[src/rtl/pll_rst_seq_pkg.sv]
`default_nettype none
// ============================================================================
// Package     : pll_rst_seq_pkg
// Description : Shared types and constants for the PLL reset sequencer:
//               sequencer state encoding, default timing constants and the
//               helper that sizes the shared down-counter.
// Revision    : 1.0 - initial release
// ============================================================================
package pll_rst_seq_pkg;

    // Sequencer states, 3-bit encoding
    typedef enum logic [2:0] {
        RST_HOLD  = 3'd0,
        WAIT_LOCK = 3'd1,
        STABLE    = 3'd2,
        RUN       = 3'd3,
        FAIL      = 3'd4
    } pll_state_t;

    // Default timing constants (in reference-clock cycles)
    localparam int unsigned c_pwr_up_cycles       = 8;
    localparam int unsigned c_lock_stable_cycles  = 16;
    localparam int unsigned c_lock_timeout_cycles = 64;
    localparam int unsigned c_max_retries         = 3;

    // Width of a down-counter able to hold the largest of the three loads
    function automatic int unsigned cnt_width(input int unsigned a,
                                              input int unsigned b,
                                              input int unsigned c);
        int unsigned m;
        int unsigned w;
        m = a;
        if (b > m) m = b;
        if (c > m) m = c;
        w = $clog2(m + 1);
        if (w < 1) w = 1;
        return w;
    endfunction

endpackage
`default_nettype wire

[src/rtl/pll_rst_seq_sync_2ff.sv]
`default_nettype none
// ============================================================================
// Module      : sync_2ff
// Description : Single-bit two-flop synchronizer with asynchronous active-low
//               reset to 0. A change on i_d appears on o_q two clk edges later.
// Revision    : 1.0 - initial release
// ============================================================================
module sync_2ff (
    input  logic clk,
    input  logic resetn,
    input  logic i_d,
    output logic o_q
);

    logic r_meta;
    logic r_sync;

    // Two-stage capture of the asynchronous input
    always_ff @(posedge clk or negedge resetn) begin
        if (!resetn) begin
            r_meta <= 1'b0;
            r_sync <= 1'b0;
        end else begin
            r_meta <= i_d;
            r_sync <= r_meta;
        end
    end

    assign o_q = r_sync;

endmodule
`default_nettype wire

[src/rtl/pll_rst_seq.sv]
`default_nettype none
// ============================================================================
// Module      : pll_rst_seq
// Description : PLL power-up / lock sequencer. Holds the PLL in reset, waits
//               for a stable synchronized LOCK with timeout and retries, then
//               releases the active-low reset of the PLL-clocked logic.
// Config      : PLL_RST_SEQ_RELOCK_EN - when defined, loss of lock in RUN
//               restarts the sequence (retry count cleared); when undefined,
//               loss of lock in RUN is terminal (FAIL).
// Revision    : 1.0 - initial release
// ============================================================================
module pll_rst_seq
    import pll_rst_seq_pkg::*;
#(
    parameter int unsigned PWR_UP_CYCLES       = c_pwr_up_cycles,       // >= 1
    parameter int unsigned LOCK_STABLE_CYCLES  = c_lock_stable_cycles,  // >= 2
    parameter int unsigned LOCK_TIMEOUT_CYCLES = c_lock_timeout_cycles, // >= 1
    parameter int unsigned MAX_RETRIES         = c_max_retries          // 1..15
) (
    input  logic       clk,
    input  logic       resetn,
    input  logic       lock_i,
    output logic       pll_reset_o,
    output logic       rstn_o,
    output logic       locked_o,
    output logic       fail_o,
    output logic [3:0] retry_cnt_o
);

    localparam int unsigned c_cnt_w = cnt_width(PWR_UP_CYCLES, LOCK_STABLE_CYCLES,
                                                LOCK_TIMEOUT_CYCLES);

    // The counter expires at zero, so a load of N-1 gives N cycles in a state.
    // STABLE loads N-2 because the WAIT_LOCK cycle that first sees lock_s
    // already counts as the first of the consecutive locked cycles.
    localparam logic [c_cnt_w-1:0] c_hold_load   = c_cnt_w'(PWR_UP_CYCLES - 1);
    localparam logic [c_cnt_w-1:0] c_wait_load   = c_cnt_w'(LOCK_TIMEOUT_CYCLES - 1);
    localparam logic [c_cnt_w-1:0] c_stable_load = c_cnt_w'(LOCK_STABLE_CYCLES - 2);
    localparam logic [3:0]         c_retry_limit = 4'(MAX_RETRIES);

    pll_state_t         r_state;
    logic [c_cnt_w-1:0] r_cnt;
    logic [3:0]         r_retry;
    logic               r_pll_reset;
    logic               r_rstn;
    logic               r_locked;
    logic               r_fail;

    logic               w_lock_s;
    pll_state_t         w_state_nxt;
    logic [c_cnt_w-1:0] w_cnt_nxt;
    logic [c_cnt_w-1:0] w_cnt_dec;
    logic [3:0]         w_retry_nxt;
    logic [3:0]         w_retry_inc;
    logic               w_pll_reset_nxt;
    logic               w_rstn_nxt;
    logic               w_locked_nxt;
    logic               w_fail_nxt;

    sync_2ff u_lock_sync (
        .clk    (clk),
        .resetn (resetn),
        .i_d    (lock_i),
        .o_q    (w_lock_s)
    );

    assign w_cnt_dec   = r_cnt - 1'b1;
    assign w_retry_inc = (r_retry == 4'd15) ? 4'd15 : r_retry + 4'd1;

    // Next-state, counter, retry and output decode of the next state
    always_comb begin
        w_state_nxt = r_state;
        w_cnt_nxt   = r_cnt;
        w_retry_nxt = r_retry;

        unique case (r_state)
            RST_HOLD: begin
                if (r_cnt == '0) begin
                    w_state_nxt = WAIT_LOCK;
                    w_cnt_nxt   = c_wait_load;
                end else begin
                    w_cnt_nxt   = w_cnt_dec;
                end
            end
            WAIT_LOCK: begin
                // Lock takes priority over a timeout expiring in the same cycle
                if (w_lock_s) begin
                    w_state_nxt = STABLE;
                    w_cnt_nxt   = c_stable_load;
                end else if (r_cnt == '0) begin
                    w_retry_nxt = w_retry_inc;
                    if (w_retry_inc == c_retry_limit) begin
                        w_state_nxt = FAIL;
                    end else begin
                        w_state_nxt = RST_HOLD;
                        w_cnt_nxt   = c_hold_load;
                    end
                end else begin
                    w_cnt_nxt   = w_cnt_dec;
                end
            end
            STABLE: begin
                // A dropout is not a failed attempt: re-arm the timeout only
                if (!w_lock_s) begin
                    w_state_nxt = WAIT_LOCK;
                    w_cnt_nxt   = c_wait_load;
                end else if (r_cnt == '0) begin
                    w_state_nxt = RUN;
                    w_retry_nxt = 4'd0;
                end else begin
                    w_cnt_nxt   = w_cnt_dec;
                end
            end
            RUN: begin
                if (!w_lock_s) begin
`ifdef PLL_RST_SEQ_RELOCK_EN
                    w_state_nxt = RST_HOLD;
                    w_cnt_nxt   = c_hold_load;
                    w_retry_nxt = 4'd0;
`else
                    w_state_nxt = FAIL;
`endif
                end
            end
            FAIL: begin
                // Terminal until resetn
            end
            default: begin
                w_state_nxt = RST_HOLD;
                w_cnt_nxt   = c_hold_load;
            end
        endcase

        w_pll_reset_nxt = (w_state_nxt == RST_HOLD) || (w_state_nxt == FAIL);
        w_rstn_nxt      = (w_state_nxt == RUN);
        w_locked_nxt    = (w_state_nxt == RUN);
        w_fail_nxt      = (w_state_nxt == FAIL);
    end

    // State, counter and registered outputs; outputs always match r_state
    always_ff @(posedge clk or negedge resetn) begin
        if (!resetn) begin
            r_state     <= RST_HOLD;
            r_cnt       <= c_hold_load;
            r_retry     <= 4'd0;
            r_pll_reset <= 1'b1;
            r_rstn      <= 1'b0;
            r_locked    <= 1'b0;
            r_fail      <= 1'b0;
        end else begin
            r_state     <= w_state_nxt;
            r_cnt       <= w_cnt_nxt;
            r_retry     <= w_retry_nxt;
            r_pll_reset <= w_pll_reset_nxt;
            r_rstn      <= w_rstn_nxt;
            r_locked    <= w_locked_nxt;
            r_fail      <= w_fail_nxt;
        end
    end

    assign pll_reset_o = r_pll_reset;
    assign rstn_o      = r_rstn;
    assign locked_o    = r_locked;
    assign fail_o      = r_fail;
    assign retry_cnt_o = r_retry;

endmodule
`default_nettype wire

[config.mk]
export PLATFORM = sky130hd
export DESIGN_NAME = pll_rst_seq
export DESIGN_NICKNAME = d
export VERILOG_FILES = /design/src/rtl/pll_rst_seq_pkg.sv /design/src/rtl/pll_rst_seq_sync_2ff.sv /design/src/rtl/pll_rst_seq.sv
export SDC_FILE = /design/constraint.sdc
export NUM_CORES = 1
export LEC_CHECK = 0
export ABC_AREA = 1
export CORE_MARGIN = 3
export CORE_UTILIZATION = 55
export CTS_BUF_LIST = sky130_fd_sc_hd__clkbuf_2
export DETAILED_ROUTE_END_ITERATION = 16
export PLACE_DENSITY = 0.81
export SLEW_MARGIN = 30
export SYNTH_ARGS = -nofsm -noshare
export SYNTH_HDL_FRONTEND = slang
export SYNTH_HIERARCHICAL = 1
export SYNTH_SLANG_ARGS = --single-unit
[constraint.sdc]
create_clock -name clk -period 3 [get_ports clk]
set_input_delay 0.6 -clock clk [delete_from_list [all_inputs] [get_ports clk]]
set_output_delay 0.6 -clock clk [all_outputs]
set_load 0.02 [all_outputs]
# After elaboration in Yosys (flattened, before gate mapping)
# Cells that the tools add are included.
# op_classes
addsub	2
n_eq_ne	14
n_reduce_logical	8
muxes	21
bitwise_logic	1
# ops
cell	n
two-way mux 7 bit	6
case mux 7 bit (4 select lines)	1
two-way mux 3 bit	7
two-way mux 4 bit	5
case mux 3 bit (5 select lines)	1
== test 3 x 2 -> 1 bit, second input constant	3
case mux 4 bit (2 select lines)	1
logical NOT 7 bit	1
subtractor 7 x 1 -> 7 bit, second input constant	1
== test 3 bit, second input constant	2
logical NOT 3 bit	2
inequality test 2 bit, second input constant	3
AND reduction 5 bit	1
adder 4 x 1 -> 4 bit, second input constant	1
== test 4 x 2 -> 1 bit, second input constant	1
== test 4 bit, second input constant	1
inequality test 4 x 3 -> 1 bit, second input constant	1
== test 3 x 1 -> 1 bit, second input constant	1
inequality test 3 bit, second input constant	1
AND reduction 3 bit	1
inequality test 2 x 1 -> 1 bit, second input constant	1
nonzero test 2 bit	1
OR reduction 2 bit	1
logical OR 1 bit	1
inverter 1 bit	1
# word_totals
ff_bits	19
inputBits	3
out_inout_bits	8
word_cells	54

# Depth between registers and ports, before layout
# Gate-level depths: netlist of the first run.
# depth
ltp_word	9
depth_mapped	11
ltp_nobuf	11

# Modules after synthesis
# Netlist of the first run, hierarchy kept.
# by_module_without_submodules
mod	cells_each	area_each_um2	instances
pll_rst_seq	175	1265.0	1
sync_2ff	2	50.0	1

# Least setup slack after synthesis of the first run
# OpenSTA, ideal clock, no wires.
# synth_timing
kind	register to register
start	register r_retry[0], in the netlist retry_cnt_o[0]
end	register r_cnt[3]
path_slack_ns	1.420
required_time_ns	2.935
path_stages_with_launch	9
t_arrival_ns	1.516
synth_period_minus_slack_ns	1.580
cell_sequence	dfrtp_1 -> ha_1 -> nand3_1 -> nand4_1 -> nor2_4 -> nand3_4 -> nand2_4 -> nand2_1 -> nand2_1
# synth_via
elab_chain_cells	5
word_cells_on_any_way	6
classes_between	add/sub: 1; eq/ne: 3; mux: 1; reduce/logical: 1
# synth_lines
element	line	rtl
start: declaration	pll_rst_seq.sv:43	logic [3:0] r_retry;
start signal: assignment	pll_rst_seq.sv:153	r_retry <= w_retry_nxt;
adder 4 x 1 -> 4 bit or == test 4 bit (tied branches)	pll_rst_seq.sv:68	assign w_retry_inc = (r_retry == 4'd15) ? 4'd15 : r_retry + 4'd1;
two-way mux 4 bit (*)	pll_rst_seq.sv:68	
== test 4 x 2 -> 1 bit (*)	pll_rst_seq.sv:92	if (w_retry_inc == c_retry_limit) begin
inequality test 4 x 3 -> 1 bit (no line) (*)	n/a	
AND reduction 3 bit (no line) (*)	n/a	
end signal: assignment	pll_rst_seq.sv:144	r_cnt <= c_hold_load;
end signal: assignment	pll_rst_seq.sv:152	r_cnt <= w_cnt_nxt;
end: declaration	pll_rst_seq.sv:42	logic [c_cnt_w-1:0] r_cnt;
# Mark *: on every way between the ends. The rest lies on a longest branch, timed or not.
# A chain may end at the register's enable or synchronous reset.

# Final worst setup path of the first run
# layout_timing
start	register r_pll_reset, in the netlist pll_reset_o
end	output pll_reset_o
# layout_rtl
element	line	rtl
start: declaration	pll_rst_seq.sv:44	logic r_pll_reset;
start signal: assignment	pll_rst_seq.sv:154	r_pll_reset <= w_pll_reset_nxt;
end: declaration	pll_rst_seq.sv:23	output logic pll_reset_o,
# No word-level cell between the ends.

==> results of run 1 <==
-- how the worst max path moves through the flow --
| stage | slack, ns | start | end | depth (start not counted) |
|---|---|---|---|---|
| 3_5_place_dp | 1.28 | r_cnt[0]$_DFFE_PN1P_ | r_cnt[3]$_DFFE_PN0P_ | 10 |
| 6_report | 0.91 | pll_reset_o$_DFF_PN1_ | pll_reset_o | 1 |
| 4_1_cts | 0.91 | pll_reset_o$_DFF_PN1_ | pll_reset_o | 1 |
| 5_1_grt | 0.86 | pll_reset_o$_DFF_PN1_ | pll_reset_o | 1 |
| 3_3_place_gp | 1.32 | pll_reset_o$_DFF_PN1_ | pll_reset_o | 1 |
| 2_1_floorplan | 1.42 | retry_cnt_o[0]$_DFFE_PN0P_ | r_cnt[3]$_DFFE_PN0P_ | 8 |
-- final cells by class --
class	instances	area share, %
clock buffer	3	1.04
inverter	23	6.06
multi-input combinational	132	50.0
clock inverter	1	0.346
tap	28	2.42
sequential	19	33.2
timing repair buffer	10	6.92
-- registers in the layout, indices dropped and copies added, names as in the netlist --
signal and flops:
r_cnt 7, retry_cnt_o 4, r_state 3, fail_o 1, locked_o 1, pll_reset_o 1
u_lock_sync/o_q 1, u_lock_sync/r_meta 1
-- kinds of logic (layout without fill, tap and decap cells) --
| family | Yosys count | in the layout |
|---|---|---|
| simple gates | 109 | 109 |
| buf+inv | 26 | 37 |
| compound gates | 20 | 20 |
| flops | 19 | 19 |
| fa+ha+maj | 2 | 2 |
| xor+xnor | 1 | 1 |
-- worst register-to-register path, cell delays in order, from the launching register on --
cell and delay [ns]:
dfstp_2 0.42, inv_1 0.14, ha_1 0.26, nand2_1 0.11, nor2_2 0.15, nand2_2 0.11, o21ai_2 0.14, nand3_2 0.15
nand2_1 0.10, o21ai_1 0.07
-- metrics by stage --
step	worst slack [ns]	utilization, %	cell area [um2]	cells
after CTS	0.910	64.8	1450	216
after floorplan	1.42	-	1320	177
final	0.912	64.8	1450	216
after global routing	0.865	64.8	1450	216
after global placement	1.32	63.9	1430	212
after detailed placement	1.28	63.9	1430	212
-- cells in the final DEF, fill, tap and decap left out, types with 3 or more instances in the layout --
master and count:
nor2_1 11, o21ai_1 4, clkdlybuf4s50_1 10, inv_1 18, o21ai_0 9, nand3_1 19, dfrtp_1 15, nand4_1 3
nand2_2 5, nand3_4 4, inv_2 4, nor2_4 3, dfstp_2 4, nand2_1 59, clkbuf_2 3
-- metal layers --
metal  vias to the layer above  global-route usage (%)
li1                        590                       -
met1                       529                    27.3
met4                         0                    8.91
met2                        35                    34.4
met5                         -                       0
met3                         8                    2.68
-- power groups by stage --
stage	clock network (uW)	registers (uW)	logic, uW
CTS	116	469	830
finish	113	471	825
floorplan	0	479	625
global route	128	485	943
global placement	0	472	800
detailed placement	0	474	825
==> results.sh, run 1 <==
export IMPL_status="finished clean"
export IMPL_cp_arrival_ns=1.49
export IMPL_grt_pass1_wl_um=4490
export IMPL_synth_edff_count=0
export IMPL_route_met3_wl_um=155
export IMPL_maxSlewHeadroom_pct=43.5
export IMPL_async_reset_ff_share_pct=100
export IMPL_synth_fa_ha_area_share_pct=1.90
export IMPL_synth_area_mux_share_pct=0
export IMPL_clk_path_buf_depth=2
export IMPL_synthTopCellsByCount="nand2_1, nand3_1, inv_1"
export IMPL_worstSetupStartpointType="flip-flop"
export IMPL_cts_max_level=1
export IMPL_core_mm2=0.00223
export IMPL_setup_tns_ns=0
export IMPL_syn_inst=177
export IMPL_drive_gt1_share_pct=17.0
export IMPL_via_count=1162
export IMPL_cap_violations=0
export IMPL_max_freq_ghz=0.479
export IMPL_crit_required_ns=2.40
export IMPL_crit_path_top_delay_cell="clkdlybuf4s50_1"
export IMPL_highest_layer="met4"
export IMPL_end_kind="primary output"
export IMPL_ant_nets=0
export IMPL_path_cells="clkdlybuf4s50_1"
export IMPL_nNetsFinal=194
export IMPL_met1Wirelength_um=1160
export IMPL_clk_pin_slew_ns=0.20
export IMPL_synth_seq_cells=19
export IMPL_initial_core_util_pct=58.9
export IMPL_pin_count=11
export IMPL_ys_flop_type="dfrtp_1"
export IMPL_worst_pin_slew_ns=0.844
export IMPL_pwr_share_seq_pct=33.4
export IMPL_fillers=192
export IMPL_multiInputGateArea_um2=723
export IMPL_power_static_leakage_uw=0.000732
export IMPL_io_buffers=10
export IMPL_fin_crit_ns=2.09
export IMPL_cp_max_fo=1
export IMPL_hold_ws_ns=0.380
export IMPL_synth_nets=182
export IMPL_min_path_type="flip-flop to flip-flop"
export IMPL_yosysUniqueCellTypes=30
export IMPL_path_delay_family="buffers and inverters"
export IMPL_yosysWarningCount=6
export IMPL_via_per_inst=5.38
export IMPL_grt_pass1_vias=1011
export IMPL_reg2reg_depth=9
export IMPL_antenna_found_initial=0
export IMPL_synth_xor_area_share_pct=0.666
export IMPL_dr_pass1_iters=4
export IMPL_holdPathStages=0
export IMPL_hold_viol_final=0
export IMPL_path_class="flip-flop to primary output"
export IMPL_netSwitchingFraction_pct=50.0
export IMPL_die_w_um=54.9
export IMPL_switchingPower_uw=705
export IMPL_p_per_area_mw_per_mm2=974
export IMPL_slowest_delay_ns=0.60
export IMPL_hold_end="u_lock_sync/o_q$_DFF_PN0_"
export IMPL_path_buf_inv=1
export IMPL_clock_latency_ns=0.32
export IMPL_cts_buffers=3
export IMPL_timing_final_crit_share_pct=69.6
export IMPL_p_clk_share_pct=8.0
export IMPL_rows=17
export IMPL_tritoncts="yes"
export IMPL_synth_compound_area_share_pct=9.32
export IMPL_total_power_uw=1410
export IMPL_p_int_uw=705
export IMPL_routed_wl_um=2750
export IMPL_post_route_drc_count=0
export IMPL_drt_iter0_drc=23
export IMPL_synth_most_common_cell="nand2_1"
export IMPL_synth_area_leader_cell="dfrtp_1"
export IMPL_yosys_area_top_type_share_pct=28.5
export IMPL_wl_per_cell_um=12.7
export IMPL_syn_area_per_cell_um2=7.43
export IMPL_synth_top_family_by_area="simple AND/OR/NAND/NOR gates"
export IMPL_netlist_area_mm2=0.00132
export IMPL_dp_hpwl_um=2120
export IMPL_setup_viol=0
export IMPL_p_comb_share_pct=58.5
export IMPL_drv_slew=0
export IMPL_worstReg2RegStart="r_cnt[0]$_DFFE_PN1P_"
export IMPL_gr_total_overflow=0
export IMPL_ys_seq_area_share_pct=36.5
export IMPL_ir_drop_mv=0.488
export IMPL_area_growth_syn_to_layout_pct=9.99
export IMPL_rsz0062_at_grt="false"
export IMPL_cts_sinks=19
export IMPL_cts_resized_gates=0
export IMPL_track_usage_pct=20.9
export IMPL_die_area_mm2=0.00301
export IMPL_clock_skew_final_ns=0.0188
export IMPL_post_cts_buffers=0
export IMPL_cts_hold_buf=0
export IMPL_grt_max_degree=20
export IMPL_dieHeight_um=54.9
export IMPL_yosys_area_share_simple_pct=43.1
export IMPL_place_congestion=0.962
export IMPL_cts_root_buf="clkbuf_2"
export IMPL_seqCellArea_um2=480
export IMPL_hp_start="u_lock_sync/r_meta$_DFF_PN0_"
export IMPL_r2r_slack_ns=1.24
export IMPL_ys_top_cells_by_area="dfrtp_1, nand2_1, dfstp_2, nand3_1, nand3_4"
export IMPL_dr_wl_met2_um=1380
export IMPL_diodes=0
export IMPL_reg2reg_to="retry_cnt_o[2]$_DFFE_PN0P_"
Note: power is estimated with default switching activity, not from simulation.
==> run 2, diff against run 1 <==
--- a/config.mk
+++ b/config.mk
@@ -7,10 +7,10 @@
 export LEC_CHECK = 0
 export ABC_AREA = 1
 export CORE_MARGIN = 3
-export CORE_UTILIZATION = 55
+export CORE_UTILIZATION = 54
 export CTS_BUF_LIST = sky130_fd_sc_hd__clkbuf_2
 export DETAILED_ROUTE_END_ITERATION = 16
-export PLACE_DENSITY = 0.81
+export PLACE_DENSITY = 0.83
 export SLEW_MARGIN = 30
 export SYNTH_ARGS = -nofsm -noshare
 export SYNTH_HDL_FRONTEND = slang
==> constraint.sdc (replaced) <==
create_clock -name clk -period 1.7 [get_ports clk]
set_input_delay 0.34 -clock clk [delete_from_list [all_inputs] [get_ports clk]]
set_output_delay 0.34 -clock clk [all_outputs]
set_load 0.02 [all_outputs]
==> results.sh, run 2 (synthesis results as in run 1) <==
export IMPL_drive_gt1_share_pct=20.7
export IMPL_crit_path_top_delay_cell="clkdlybuf4s50_1"
export IMPL_worst_pin_slew_ns=0.331
export IMPL_diodes=0
export IMPL_seqCellArea_um2=480
export IMPL_area_growth_syn_to_layout_pct=13.9
export IMPL_end_kind="primary output"
export IMPL_post_route_drc_count=0
export IMPL_place_congestion=0.961
export IMPL_path_buf_inv=1
export IMPL_fin_ws_ns=0.0723
export IMPL_cts_hold_buf=0
export IMPL_layout_common_cells="nand2_1, inv_1, nand3_1"
export IMPL_die_w_um=55.3
export IMPL_cts_max_level=1
export IMPL_multiInputGateArea_um2=741
export IMPL_clock_latency_ns=0.33
export IMPL_clk_path_buf_depth=2
export IMPL_via_per_inst=5.37
export IMPL_path_cells="clkdlybuf4s50_1"
export IMPL_pre_cts_slack_ns=0.0786
export IMPL_drt_iter0_drc=46
export IMPL_cap_violations=0
export IMPL_slowest_delay_ns=0.60
export IMPL_hold_viol_final=0
export IMPL_dp_hpwl_um=2180
export IMPL_gr_total_overflow=0
export IMPL_regMostFlops="r_cnt"
export IMPL_via_count=1187
export IMPL_ir_drop_mv=1.05
export IMPL_pin_count=11
export IMPL_track_usage_pct=19.7
export IMPL_dr_pass1_iters=4
export IMPL_grt_pass1_wl_um=5000
export IMPL_min_path_type="input port to asynchronous set/reset pin"
export IMPL_cts_root_buf="clkbuf_2"
export IMPL_largest_register_ffs=7
export IMPL_worstSetupStartpointType="flip-flop"
export IMPL_fillers=206
export IMPL_routed_wl_um=2820
export IMPL_layout_commonest_cell="nand2_1"
export IMPL_antenna_found_initial=0
export IMPL_ant_nets=0
export IMPL_p_comb_share_pct=60.6
export IMPL_cp_max_fo=2
export IMPL_p_int_uw=1270
export IMPL_initial_core_util_pct=58.3
export IMPL_rsz0062_at_grt="true"
export IMPL_total_power_uw=2590
export IMPL_path_delay_family="buffers and inverters"
export IMPL_clk_pin_slew_ns=0.20
export IMPL_fin_crit_ns=1.63
export IMPL_maxSlewHeadroom_pct=77.9
export IMPL_timing_final_crit_share_pct=95.7
export IMPL_crit_required_ns=1.36
export IMPL_max_freq_ghz=0.614
export IMPL_setup_viol=0
export IMPL_path_class="flip-flop to primary output"
export IMPL_switchingPower_uw=1320
export IMPL_die_area_mm2=0.00306
export IMPL_wl_per_cell_um=12.8
export IMPL_grt_pass1_vias=1158
export IMPL_cp_arrival_ns=1.29
export IMPL_rows=17
export IMPL_p_per_area_mw_per_mm2=1730
export IMPL_clock_skew_final_ns=0.0109
export IMPL_status="finished clean"
export IMPL_dieHeight_um=55.3
export IMPL_cts_buffers=3
export IMPL_netSwitchingFraction_pct=50.8
export IMPL_cts_sinks=19
export IMPL_nNetsFinal=199
export IMPL_core_mm2=0.00225
export IMPL_power_static_leakage_uw=0.000787
export IMPL_hold_ws_ns=0.304
export IMPL_grt_max_degree=20
export IMPL_pwr_share_seq_pct=31.5
export IMPL_tritoncts="yes"
export IMPL_p_clk_share_pct=7.9
export IMPL_drv_slew=0
export IMPL_io_buffers=10
-- run 2: changes by cell type in the layout (fill, tap and decap cells not counted), sizes merged --
cell / before / now
clkdlybuf4s50: 10 / 4
buf: 0 / 5
dlymetal6s2s: 0 / 1
dlygate4sd2: 0 / 5
-- run 2: final timing paths --
path | cells past startpoint | endpoint | slack, ns | from
setup / recovery | 1 | rstn_o | 0.07 | locked_o$_DFF_PN0_
hold / removal | 2 | r_state[2]$_DFF_PN0_ | 0.30 | resetn
setup reg to reg | 9 | retry_cnt_o[1]$_DFFE_PN0P_ | 0.10 | r_cnt[0]$_DFFE_PN1P_
hold reg to reg | 0 | u_lock_sync/o_q$_DFF_PN0_ | 0.38 | u_lock_sync/r_meta$_DFF_PN0_
max in group asynchronous | 2 | pll_reset_o$_DFF_PN1_ | 1.13 | resetn
min in group clk | 0 | u_lock_sync/o_q$_DFF_PN0_ | 0.38 | u_lock_sync/r_meta$_DFF_PN0_
-- run 2: stage by stage --
stage | utilization [%] | setup TNS, ns | instance area (um2) | instances
global placement | 64.3 | 0 | 1450 | 215
floorplan | - | 0 | 1320 | 177
CTS | 64.9 | 0 | 1460 | 219
global route | 66.4 | -0.0133 | 1500 | 221
detailed placement | 64.3 | 0 | 1450 | 215
finish | 66.4 | 0 | 1500 | 221
-- run 2: power by group through the flow --
| stage | Sequential [uW] | Clock, uW | Combinational, uW |
|---|---|---|---|
| 5_1_grt | 842 | 232 | 1770 |
| 3_3_place_gp | 817 | 0 | 1490 |
| 3_5_place_dp | 827 | 0 | 1540 |
| 6_report | 816 | 206 | 1570 |
| 4_1_cts | 818 | 209 | 1510 |
| 2_1_floorplan | 845 | 0 | 1100 |
-- run 2: layout make-up --
type                    count  area share (%)
well taps                  28            2.34
inverters                  23            5.85
flip-flops and latches     19            32.1
clock inverters             1           0.334
multi-input cells         132            49.5
clock buffers               3            1.00
repair buffers             15            8.94
-- run 2: worst register-to-register path, delay by kind of cell, from the launching register on --
kind	cells	cell delay, ns
buffers and inverters	1	0.07
and+or+nand+nor	5	0.56
adders and majority gates	1	0.22
AOI/OAI and AO/OA	2	0.24
DFF	1	0.42
-- run 2: what timing repair did --
item / CTS / global route
endpoints found under the setup margin: 5 / 13
pin swaps: 0 / 1
endpoints found under the hold margin: 0 / 0
gates resized for setup: 5 / 6
buffers inserted: 0 / 2
-- run 2: layer usage --
metal  track usage (%)  routed length [um]  vias to the layer above
li1                  -                   -                      603
met1              26.1                1260                      541
met4              7.29                  53                        0
met2              32.1                1370                       36
met3              3.27                 141                        7
met5                 0                   0                        -
==> run 3, diff against run 2 <==
--- a/config.mk
+++ b/config.mk
@@ -10,6 +10,7 @@
 export CORE_UTILIZATION = 54
 export CTS_BUF_LIST = sky130_fd_sc_hd__clkbuf_2
 export DETAILED_ROUTE_END_ITERATION = 16
+export MAX_ROUTING_LAYER = met4
 export PLACE_DENSITY = 0.83
 export SLEW_MARGIN = 30
 export SYNTH_ARGS = -nofsm -noshare
==> results.sh, run 3 (synthesis results as in run 1) <==
export IMPL_path_cells="clkdlybuf4s50_1"
export IMPL_layout_common_cells="nand2_1, nand3_1, inv_1"
export IMPL_max_freq_ghz=0.623
export IMPL_maxSlewHeadroom_pct=77.4
export IMPL_cts_root_buf="clkbuf_2"
export IMPL_ant_nets=0
export IMPL_diodes=0
export IMPL_ir_drop_mv=1.12
export IMPL_gr_total_overflow=0
export IMPL_cts_max_level=1
export IMPL_p_per_area_mw_per_mm2=1750
export IMPL_area_growth_syn_to_layout_pct=14.3
export IMPL_crit_end="fail_o"
export IMPL_place_congestion=0.988
export IMPL_hold_viol_final=0
export IMPL_placed_cells=215
export IMPL_worst_pin_slew_ns=0.339
export IMPL_pre_cts_slack_ns=0.0717
export IMPL_io_buffers=10
export IMPL_worstReg2RegStart="r_cnt[1]$_DFFE_PN1P_"
export IMPL_cap_violations=0
export IMPL_grt_pass1_wl_um=4930
export IMPL_path_class="flip-flop to primary output"
export IMPL_clk_path_buf_depth=2
export IMPL_drt_iter0_drc=57
export IMPL_via_per_inst=5.45
export IMPL_reg2reg_depth=11
export IMPL_largest_register_ffs=7
export IMPL_setup_viol=0
export IMPL_path_delay_family="buffers and inverters"
export IMPL_drive_gt1_share_pct=20.9
export IMPL_core_mm2=0.00225
export IMPL_regMostFlops="r_cnt"
export IMPL_nNetsFinal=197
export IMPL_initial_core_util_pct=58.3
export IMPL_layout_commonest_cell="nand2_1"
export IMPL_dp_hpwl_um=2140
export IMPL_clock_latency_ns=0.31
export IMPL_pin_count=11
export IMPL_drv_slew=0
export IMPL_reg2reg_to="r_cnt[5]$_DFFE_PN0P_"
export IMPL_track_usage_pct=20.2
export IMPL_crit_path_top_delay_cell="clkdlybuf4s50_1"
export IMPL_critical_path_startpoint="fail_o$_DFF_PN0_"
export IMPL_clock_skew_final_ns=0.00528
export IMPL_wl_per_cell_um=13.2
export IMPL_rows=17
export IMPL_r2r_slack_ns=0.1
export IMPL_end_kind="primary output"
export IMPL_final_cells=219
export IMPL_antenna_found_initial=0
export IMPL_path_buf_inv=1
export IMPL_die_w_um=55.3
export IMPL_grt_pass1_vias=1176
export IMPL_cts_buffers=3
export IMPL_dieHeight_um=55.3
export IMPL_timing_final_crit_share_pct=94.4
export IMPL_fin_crit_ns=1.60
export IMPL_tritoncts="yes"
export IMPL_cp_arrival_ns=1.26
export IMPL_clk_pin_slew_ns=0.18
export IMPL_status="finished clean"
export IMPL_min_path_type="input port to asynchronous set/reset pin"
export IMPL_crit_required_ns=1.36
export IMPL_via_count=1194
export IMPL_die_area_mm2=0.00306
export IMPL_routed_wl_um=2890
export IMPL_post_route_drc_count=0
export IMPL_worstSetupStartpointType="flip-flop"
export IMPL_fin_ws_ns=0.0960
export IMPL_worst_path_stages=1
export IMPL_dr_pass1_iters=4
export IMPL_power_static_leakage_uw=0.000798
export IMPL_cp_max_fo=1
export IMPL_cts_sinks=19
export IMPL_grt_max_degree=20
export IMPL_slowest_delay_ns=0.59
export IMPL_post_cts_buffers=0
## run 3: cell type report
cell class,instances,area (um2)
Multi-Input combinational cell,132,758
Fill cell,199,752
Sequential cell,19,480
Timing Repair Buffer,13,121
Inverter,23,87.6
Tap cell,28,35.0
Clock buffer,4,20.0
## run 3: what timing repair did
action / 4_1_cts / 5_1_grt
hold endpoints to repair: 0 / 0
gates cloned: 0 / 0
hold buffers: 0 / 0
endpoints found under the setup margin: 5 / 14
pin swaps: 0 / 2
resized for setup: 5 / 10
## run 3: layer usage
metal	vias to the layer above	wire (um)	global-route usage, %
met2	48	1340	32.3
met4	0	84	9.38
met5	-	0	-
met1	532	1310	24.7
li1	601	-	-
met3	13	150	3.74
## run 3: where the power goes
| group | internal (uW) | switching [uW] | leakage [uW] |
|---|---|---|---|
| logic | 588 | 1020 | 0.000545 |
| clock network | 62.3 | 140 | 0.0000166 |
| registers | 642 | 182 | 0.000237 |
| total | 1290 | 1340 | 0.000798 |
## run 3: metrics by stage
| step | utilization, % | cell area (um2) | TNS (ns) | hold WS (ns) | power, uW |
|---|---|---|---|---|---|
| after floorplan | - | 1320 | 0 | 0.0444 | 1950 |
| after global placement | 64.3 | 1450 | 0 | 0.340 | 2310 |
| after global routing | 66.6 | 1500 | -0.00170 | 0.332 | 2860 |
| after CTS | 64.9 | 1460 | 0 | 0.333 | 2530 |
| after detailed placement | 64.3 | 1450 | 0 | 0.347 | 2350 |
| final | 66.6 | 1500 | 0 | 0.325 | 2630 |
## run 3: how the worst min path moves through the flow
stage / startpoint / endpoint / cells past startpoint
6_report: resetn / r_cnt[4]$_DFFE_PN0P_ / 2
5_1_grt: resetn / r_state[0]$_DFF_PN0_ / 2
4_1_cts: resetn / r_cnt[4]$_DFFE_PN0P_ / 2
3_5_place_dp: u_lock_sync/r_meta$_DFF_PN0_ / u_lock_sync/o_q$_DFF_PN0_ / 0
3_3_place_gp: u_lock_sync/r_meta$_DFF_PN0_ / u_lock_sync/o_q$_DFF_PN0_ / 0
2_1_floorplan: resetn / fail_o$_DFF_PN0_ / 0
